**src/rtl/reg_dump_unit_pkg.sv**
```systemverilog
// Shared debug definitions for the register-dump path: FSM states, sizes
// and the byte-lane selector used to serialise a captured register.
package reg_dump_unit_pkg;

  typedef enum logic [1:0] {
    IDLE  = 2'd0,
    LATCH = 2'd1,
    SEND  = 2'd2,
    DONE  = 2'd3
  } dump_state_e;

  localparam int BYTES_PER_REG = 4;
  localparam int DBG_ADDR_W    = 5;

  // Byte 'idx' of the serial order; MSB-first order mirrors the lane index.
  function automatic logic [7:0] sel_byte(input logic [31:0] word,
                                          input logic [1:0]  idx,
                                          input logic        lsb_first);
    logic [1:0] lane;
    lane = lsb_first ? idx : (2'd3 - idx);
    case (lane)
      2'd0:    sel_byte = word[7:0];
      2'd1:    sel_byte = word[15:8];
      2'd2:    sel_byte = word[23:16];
      2'd3:    sel_byte = word[31:24];
      default: sel_byte = 8'd0;
    endcase
  endfunction

endpackage

```
**src/rtl/reg_dump_unit_if.sv**
```systemverilog
// Debug read port towards the register file plus the valid/ready byte
// stream towards UART TX; names are seen from the dump unit's side.
interface reg_dump_unit_if;
  import reg_dump_unit_pkg::*;

  logic [DBG_ADDR_W-1:0] rs_dbg_addr_o;
  logic [31:0]           rs_dbg_data_i;
  logic [7:0]            tx_data_o;
  logic                  tx_valid_o;
  logic                  tx_ready_i;

  modport master (
    output rs_dbg_addr_o, tx_data_o, tx_valid_o,
    input  rs_dbg_data_i, tx_ready_i
  );

  modport slave (
    input  rs_dbg_addr_o, tx_data_o, tx_valid_o,
    output rs_dbg_data_i, tx_ready_i
  );

endinterface

```
**src/rtl/reg_dump_unit.sv**
```systemverilog
// Walks x0..x(NUM_REGS-1) over the register-file debug port and streams
// each captured word as four bytes onto the UART TX handshake.
module reg_dump_unit
  import reg_dump_unit_pkg::*;
#(
  parameter int NUM_REGS  = 32,
  parameter bit LSB_FIRST = 1'b1
) (
  input  logic             clk,
  input  logic             rst_n,
  input  logic             start_i,
  input  logic             abort_i,
  reg_dump_unit_if.master  dbg,
  output logic             busy_o,
  output logic             done_o
);

  localparam logic [DBG_ADDR_W-1:0] LAST_IDX = DBG_ADDR_W'(NUM_REGS - 1);

  dump_state_e           r_state;
  logic [DBG_ADDR_W-1:0] r_reg_idx;
  logic [1:0]            r_byte_cnt;
  logic [31:0]           r_shift;
  logic [7:0]            r_tx_data;
  logic                  r_tx_valid;
  logic                  r_busy;
  logic                  r_done;

  dump_state_e           w_state_nxt;
  logic [DBG_ADDR_W-1:0] w_reg_idx_nxt;
  logic [1:0]            w_byte_cnt_nxt;
  logic [31:0]           w_shift_nxt;
  logic [7:0]            w_tx_data_nxt;
  logic                  w_accept;

  // r_tx_valid is high exactly while in SEND, so it doubles as the state qualifier.
  assign w_accept = r_tx_valid & dbg.tx_ready_i;

  // Next-state and next-datapath decode; outputs are registered from these.
  always_comb begin
    w_state_nxt    = r_state;
    w_reg_idx_nxt  = r_reg_idx;
    w_byte_cnt_nxt = r_byte_cnt;
    w_shift_nxt    = r_shift;
    case (r_state)
      IDLE: begin
        if (start_i) begin
          w_reg_idx_nxt = {DBG_ADDR_W{1'b0}};
          w_state_nxt   = LATCH;
        end else begin
          w_state_nxt   = IDLE;
        end
      end
      LATCH: begin
        w_shift_nxt    = dbg.rs_dbg_data_i;
        w_byte_cnt_nxt = 2'd0;
        w_state_nxt    = SEND;
      end
      SEND: begin
        if (!w_accept) begin
          w_state_nxt = SEND;
        end else if (r_byte_cnt != 2'd3) begin
          w_byte_cnt_nxt = r_byte_cnt + 2'd1;
        end else if (r_reg_idx != LAST_IDX) begin
          w_reg_idx_nxt = r_reg_idx + {{(DBG_ADDR_W-1){1'b0}}, 1'b1};
          w_state_nxt   = LATCH;
        end else begin
          w_state_nxt   = DONE;
        end
      end
      DONE: begin
        w_reg_idx_nxt = {DBG_ADDR_W{1'b0}};
        w_state_nxt   = IDLE;
      end
      default: begin
        w_reg_idx_nxt = {DBG_ADDR_W{1'b0}};
        w_state_nxt   = IDLE;
      end
    endcase

    // Abort wins over every active-state transition; a byte accepted now still counts.
    if (abort_i && (r_state != IDLE)) begin
      w_state_nxt   = IDLE;
      w_reg_idx_nxt = {DBG_ADDR_W{1'b0}};
    end else begin
      w_state_nxt   = w_state_nxt;
    end

    if (w_state_nxt == SEND) begin
      w_tx_data_nxt = sel_byte(w_shift_nxt, w_byte_cnt_nxt, LSB_FIRST);
    end else begin
      w_tx_data_nxt = r_tx_data;
    end
  end

  // State, datapath and registered output flops.
  always_ff @(posedge clk or negedge rst_n) begin
    if (!rst_n) begin
      r_state    <= IDLE;
      r_reg_idx  <= {DBG_ADDR_W{1'b0}};
      r_byte_cnt <= 2'd0;
      r_shift    <= 32'd0;
      r_tx_data  <= 8'd0;
      r_tx_valid <= 1'b0;
      r_busy     <= 1'b0;
      r_done     <= 1'b0;
    end else begin
      r_state    <= w_state_nxt;
      r_reg_idx  <= w_reg_idx_nxt;
      r_byte_cnt <= w_byte_cnt_nxt;
      r_shift    <= w_shift_nxt;
      r_tx_data  <= w_tx_data_nxt;
      r_tx_valid <= (w_state_nxt == SEND);
      r_busy     <= (w_state_nxt == LATCH) || (w_state_nxt == SEND);
      r_done     <= (w_state_nxt == DONE);
    end
  end

  assign dbg.rs_dbg_addr_o = r_reg_idx;
  assign dbg.tx_data_o     = r_tx_data;
  assign dbg.tx_valid_o    = r_tx_valid;
  assign busy_o            = r_busy;
  assign done_o            = r_done;

endmodule

```
**src/flat_wrapper.sv**
```systemverilog
// flat-port wrapper written by rule: the top's interface ports become plain ports
module reg_dump_unit_flat import reg_dump_unit_pkg::*;
#(
  parameter int NUM_REGS  = 32,
  parameter bit LSB_FIRST = 1'b1
)
  (clk, rst_n, start_i, abort_i, busy_o, done_o, dbg_rs_dbg_addr_o, dbg_tx_data_o, dbg_tx_valid_o, dbg_rs_dbg_data_i, dbg_tx_ready_i);
  reg_dump_unit_if dbg_i ();
  input  logic clk;
  input  logic rst_n;
  input  logic start_i;
  input  logic abort_i;
  output logic busy_o;
  output logic done_o;
  output wire logic [$bits(dbg_i.rs_dbg_addr_o)-1:0] dbg_rs_dbg_addr_o;
  output wire logic [$bits(dbg_i.tx_data_o)-1:0] dbg_tx_data_o;
  output wire logic [$bits(dbg_i.tx_valid_o)-1:0] dbg_tx_valid_o;
  input wire logic [$bits(dbg_i.rs_dbg_data_i)-1:0] dbg_rs_dbg_data_i;
  input wire logic [$bits(dbg_i.tx_ready_i)-1:0] dbg_tx_ready_i;
  assign dbg_rs_dbg_addr_o = dbg_i.rs_dbg_addr_o;
  assign dbg_tx_data_o = dbg_i.tx_data_o;
  assign dbg_tx_valid_o = dbg_i.tx_valid_o;
  assign dbg_i.rs_dbg_data_i = dbg_rs_dbg_data_i;
  assign dbg_i.tx_ready_i = dbg_tx_ready_i;
  reg_dump_unit #(.NUM_REGS(NUM_REGS), .LSB_FIRST(LSB_FIRST)) u_core (.clk(clk), .rst_n(rst_n), .start_i(start_i), .abort_i(abort_i), .dbg(dbg_i), .busy_o(busy_o), .done_o(done_o));
endmodule
```
**config.mk**
```make
export PLATFORM = sky130hd
export DESIGN_NAME = reg_dump_unit_flat
export DESIGN_NICKNAME = d
export VERILOG_FILES = /design/src/rtl/reg_dump_unit_pkg.sv /design/src/rtl/reg_dump_unit_if.sv /design/src/rtl/reg_dump_unit.sv /design/src/flat_wrapper.sv
export SDC_FILE = /design/constraint.sdc
export NUM_CORES = 1
export LEC_CHECK = 0
export ABC_AREA = 1
export CAP_MARGIN = 10
export CORE_ASPECT_RATIO = 1.2
export CORE_UTILIZATION = 33
export DETAILED_ROUTE_END_ITERATION = 7
export GPL_TIMING_DRIVEN = 0
export SLEW_MARGIN = 30
export SYNTH_ARGS = -nofsm -noshare
export SYNTH_HDL_FRONTEND = slang
export SYNTH_SLANG_ARGS = --single-unit
```
**constraint.sdc**
```tcl
create_clock -name clk -period 3.5 [get_ports clk]
set_clock_uncertainty 0.1 [all_clocks]
set_input_delay 0.875 -clock clk [delete_from_list [all_inputs] [get_ports clk]]
set_output_delay 0.875 -clock clk [all_outputs]
set_load 0.01 [all_outputs]
```
Word-level counts from Yosys, hierarchy flattened
Cells that the tools add are included.

Register bits: 52. Latch bits: 0. Bits in writable memories: 0. ROM bits: 0. Input bits: 37. Output and inout port bits: 16. Memories kept: 0.

Add/subtract/negate cells: 2. Multiply operators: 0. Divide/modulo/power cells: 0. Order comparisons: 0. Equality and inequality tests: 15. Shifts and indexed selects: 0. Multiplexer cells: 17. Bitwise gates (word level): 1. Reduce and logical (&&, ||, !) cells: 7.

Operators with widths (count): two-way mux 32 bit (1); case mux 8 bit (4 select lines) (1); two-way mux 5 bit (5); case mux 5 bit (3 select lines) (1); == test 2 bit (second input constant) (6); two-way mux 2 bit (6); case mux 2 bit (4 select lines) (1); == test 2 x 1 -> 1 bit (second input constant) (3); inequality test 3 x 1 -> 1 bit (second input constant) (2); adder 5 x 1 -> 5 bit (second input constant) (1); inequality test 5 bit (second input constant) (1); AND reduction 5 bit (1); logical NOT 2 bit (2); case mux 2 bit (2 select lines) (1); nonzero test 4 bit (1); inequality test 3 x 2 -> 1 bit (second input constant) (1); inequality test 3 bit (second input constant) (1); adder 2 x 1 -> 2 bit (second input constant) (1); inequality test 2 bit (second input constant) (1); nonzero test 2 bit (1); AND 1 bit (1); logical AND 1 bit (1); logical OR 1 bit (1); two-way mux 1 bit (1).

Logic depth before layout (Yosys ltp)
Depth after elaboration: 8. Mapped depth: 14. Gate-level depth less buffers: 13.

Least setup slack after synthesis
OpenSTA, ideal clock, no wires.

Kind: input-to-reg. Start point: input abort_i. End point: register u_core.r_tx_data[6], in the netlist u_core.dbg.tx_data_o[6]. Setup time: 0.065 ns. Arrival time: 2.212 ns. Setup slack: 1.123 ns. Stages: 13. Path through: inv_1 > nor2_1 > inv_1 > nand2_1 > nor2_1 > a21oi_1 > a21oi_1 > ha_1 > inv_1 > buf_2 > nor2_1 > nand2_1 > nand2_1.

Longest elaborated chain between the ends: 3.

Ends and longest elaborated chain: start, declared (line flat_wrapper.sv:12) `input logic abort_i;`; logical AND 1 bit (line reg_dump_unit.sv:82) `if (abort_i && (r_state != IDLE)) begin`; two-way mux 2 bit (line reg_dump_unit.sv:82); == test 2 bit (line reg_dump_unit.sv:89) `if (w_state_nxt == SEND) begin`; end signal, assigned (line reg_dump_unit.sv:112) `r_tx_data <= w_tx_data_nxt;`; end, declared (line reg_dump_unit.sv:24) `logic [7:0] r_tx_data;`.

No other way between the ends. A chain may end at the register's enable or synchronous reset.

Final worst setup path
Ends and elaborated chain as after synthesis.

==> results.ini <==
[clock_tree]
clock_sinks=52
cts-root-buf=clkbuf_8
cts_tree=built
cts_repair_resize_count=0
clock_latency_ns=0.30
cts_hold_buf=0
cts_buffers=5
cts_setup_buffers=0
cts_buffer_depth=2
cts_htree_levels=2
path_clk_slew_ns=0.09

[setup_path]
crit_arrival_ns=2.95
worstPathMaxFanout=10
critPathKind=primary input to flop
max_stage_delay_ns=0.49
rr_startpoint=u_core.dbg.rs_dbg_addr_o[0]
path_cells=clkdlybuf4s50_1 > inv_1 > nor2_1 > inv_1 > nand2_1 > nor2_1 > a21oi_1 > a21oi_1 > ha_1 > inv_1 > buf_2 > nor2_1 > nand2_1 > nand2_1
end_kind=flop
required_ns=3.60
timing.critical_path.buf_inv=5
worst_path_max_delay_cell=clkdlybuf4s50_1
r2r_cells=14
critical_path.top_delay_family=buffers and inverters
cp.depth=14
cp-startpoint=abort_i
crit_path_start_kind=primary input

[sta]
rsz0062_at_grt=false
period_minus_slack_ns=2.85
worst_hold_slack_ns=0.352
relSlewSlack=0.740
fmax_ghz=0.351
setup_viol=0
setup_ws_ns=0.647
final_hold_viol_count=0
worst_pin_slew_ns=0.386
period_share=0.815
maxSlewViolCount=0

[yosys]
synth_warnings=0
synth_flop_cell=dfrtp_1
netlist_area_sq_um=2560
yosysTopAreaCellShare=0.508
synth_cells=292
ys_types=26
yosysSeqAreaShare=0.508
ys_ff_latch=52
syn_avg_cell_area_sq_um=8.77
synth_nets=337
synth_edf_count=0
synth_area_leaders=dfrtp_1 51%, nand2_1 9.8%, inv_1 6.3%, o21ai_0 4.7%, nand4_1 4.2%
yosysTopAreaCell=dfrtp_1
ys_async_sr_fraction=1.00

[layout]
final_util=0.449
drive_gt1_frac=0.0963
area_growth_pct=29.1
nets=397
antenna_cells=0

[floorplan]
rows=34
die_y_um=98.5
start_util=0.348
die_area_sq_um=8110
dieWidth_um=82.4
ios=53
core-area_sq_um=7360

[power]
p_leak_nw=1.53
power.density_nw_per_um2=831
worst_ir_drop_vdd_v=0.000435

[detailed_routing]
drc=0
wl_um=5710
drt_pass1_iterations=4
drt-vias-per-instance=4.63
ant_nets=0
vias=2050
first_iter_violations=134
wire_per_inst_um=12.9

[global_routing]
overflow=0
grt_max_degree=33
grt_pass1_wl_um=9500
track_usage=0.154
antenna_found_initial=0
grt_pass1_vias=2091

[hold_path]
hold_class=primary input to async pin

[job]
max_cap_viol_count=0

[place]
place_congestion=0.868
dp_hpwl_um=4320
io_buffers=52
pre_cts_slack_ns=0.321

[outcome]
status=finished, final reports clean

-- cells in the final DEF (no fill, tap or decap), types with 3 or more instances in the layout --
cell type / n
clkdlybuf4s50_1: 51
dfrtp_1: 52
a21oi_1: 5
nand2_1: 67
o21ai_1: 11
mux2_2: 6
buf_6: 5
nor2_1: 19
nor2_2: 3
clkbuf_8: 6
nand3_1: 14
inv_1: 43
ha_1: 8
nand4_1: 17
o21ai_0: 24
-- logic make-up after synthesis --
kind of cell,count (synthesis),synth area share
multiplexers,8,0.0381
flip-flops,52,0.508
XOR/XNOR,1,0.00342
adder cells (fa/ha/maj),8,0.0391
buffers and inverters,52,0.0933
AND/OR/NAND/NOR,129,0.234
AO/OA/AOI/OAI,42,0.0836
-- cell usage after synthesis, types with 2 or more instances --
library cell / n
o21ai_0: 24
o21ai_1: 11
a21oi_1: 5
nand4_1: 17
nand2_4: 2
inv_1: 43
nand2_2: 2
nor2_2: 3
ha_1: 8
dfrtp_1: 52
nor3_1: 2
nor2_1: 19
buf_6: 5
nand2_1: 67
mux2_2: 6
buf_2: 2
mux2_4: 2
nand3_1: 14
-- power breakdown --
group	leakage (nW)	internal, mW	switching, mW
Combinational	0.833	0.567	0.842
Clock	0.0445	0.161	0.190
Sequential	0.648	0.879	0.107
-- state kept, by name, summed over array words and instances, names as in the netlist --
signal,count
u_core.busy_o,1
u_core.dbg.rs_dbg_addr_o,5
u_core.dbg.tx_data_o,8
u_core.dbg.tx_valid_o,1
u_core.done_o,1
u_core.r_byte_cnt,2
u_core.r_shift,32
u_core.r_state,2
-- through the flow --
stage | total power, mW | instances | instance area [sq um] | setup TNS [ns]
detailed placement | 2.42 | 435 | 3210 | 0
global placement | 2.40 | 434 | 3190 | -7.50
finish | 2.75 | 443 | 3300 | 0
CTS | 2.78 | 443 | 3300 | 0
global route | 3.01 | 443 | 3300 | 0
floorplan | 1.95 | 292 | 2560 | 0
-- worst register-to-register path: stages (launching register included) --
cell and delay (ns):
dfrtp_1 0.43, ha_1 0.23, nand2_1 0.09, nor2_1 0.05, ha_1 0.17, nor3_1 0.18, nor2_1 0.10, a21oi_1 0.16
a21oi_1 0.10, ha_1 0.21, inv_1 0.18, buf_2 0.26, nor2_1 0.07, nand2_1 0.07, nand2_1 0.05
-- layout make-up --
cell class	instances	area (sq um)
tap	90	113
inverter	43	161
clock buffer	7	86.3
timing repair buffer	53	538
multi-input combinational	188	1020
buffer	9	77.6
fill	734	4060
sequential	52	1300
clock inverter	1	7.51
-- per-layer routing --
layer / vias to the layer above / GRT usage / part of all wire
met1: 939 / 0.191 / 0.44
met2: 41 / 0.266 / 0.51
met4: 0 / 0.0378 / 0.0082
met3: 5 / 0.0343 / 0.044
met5: - / 0 / 0
li1: 1065 / - / -
-- worst paths after layout --
check	to	slack [ns]
worst max-delay path	u_core.dbg.tx_data_o[6]	0.65
worst min-delay path	u_core.busy_o	0.35
worst min register to register	u_core.dbg.tx_data_o[5]	0.39
min in group clk	u_core.dbg.tx_data_o[5]	0.39
worst max register to register	u_core.dbg.tx_data_o[6]	0.95
max in group asynchronous	u_core.r_shift[22]	2.50
(Power assumes the default switching activity.)
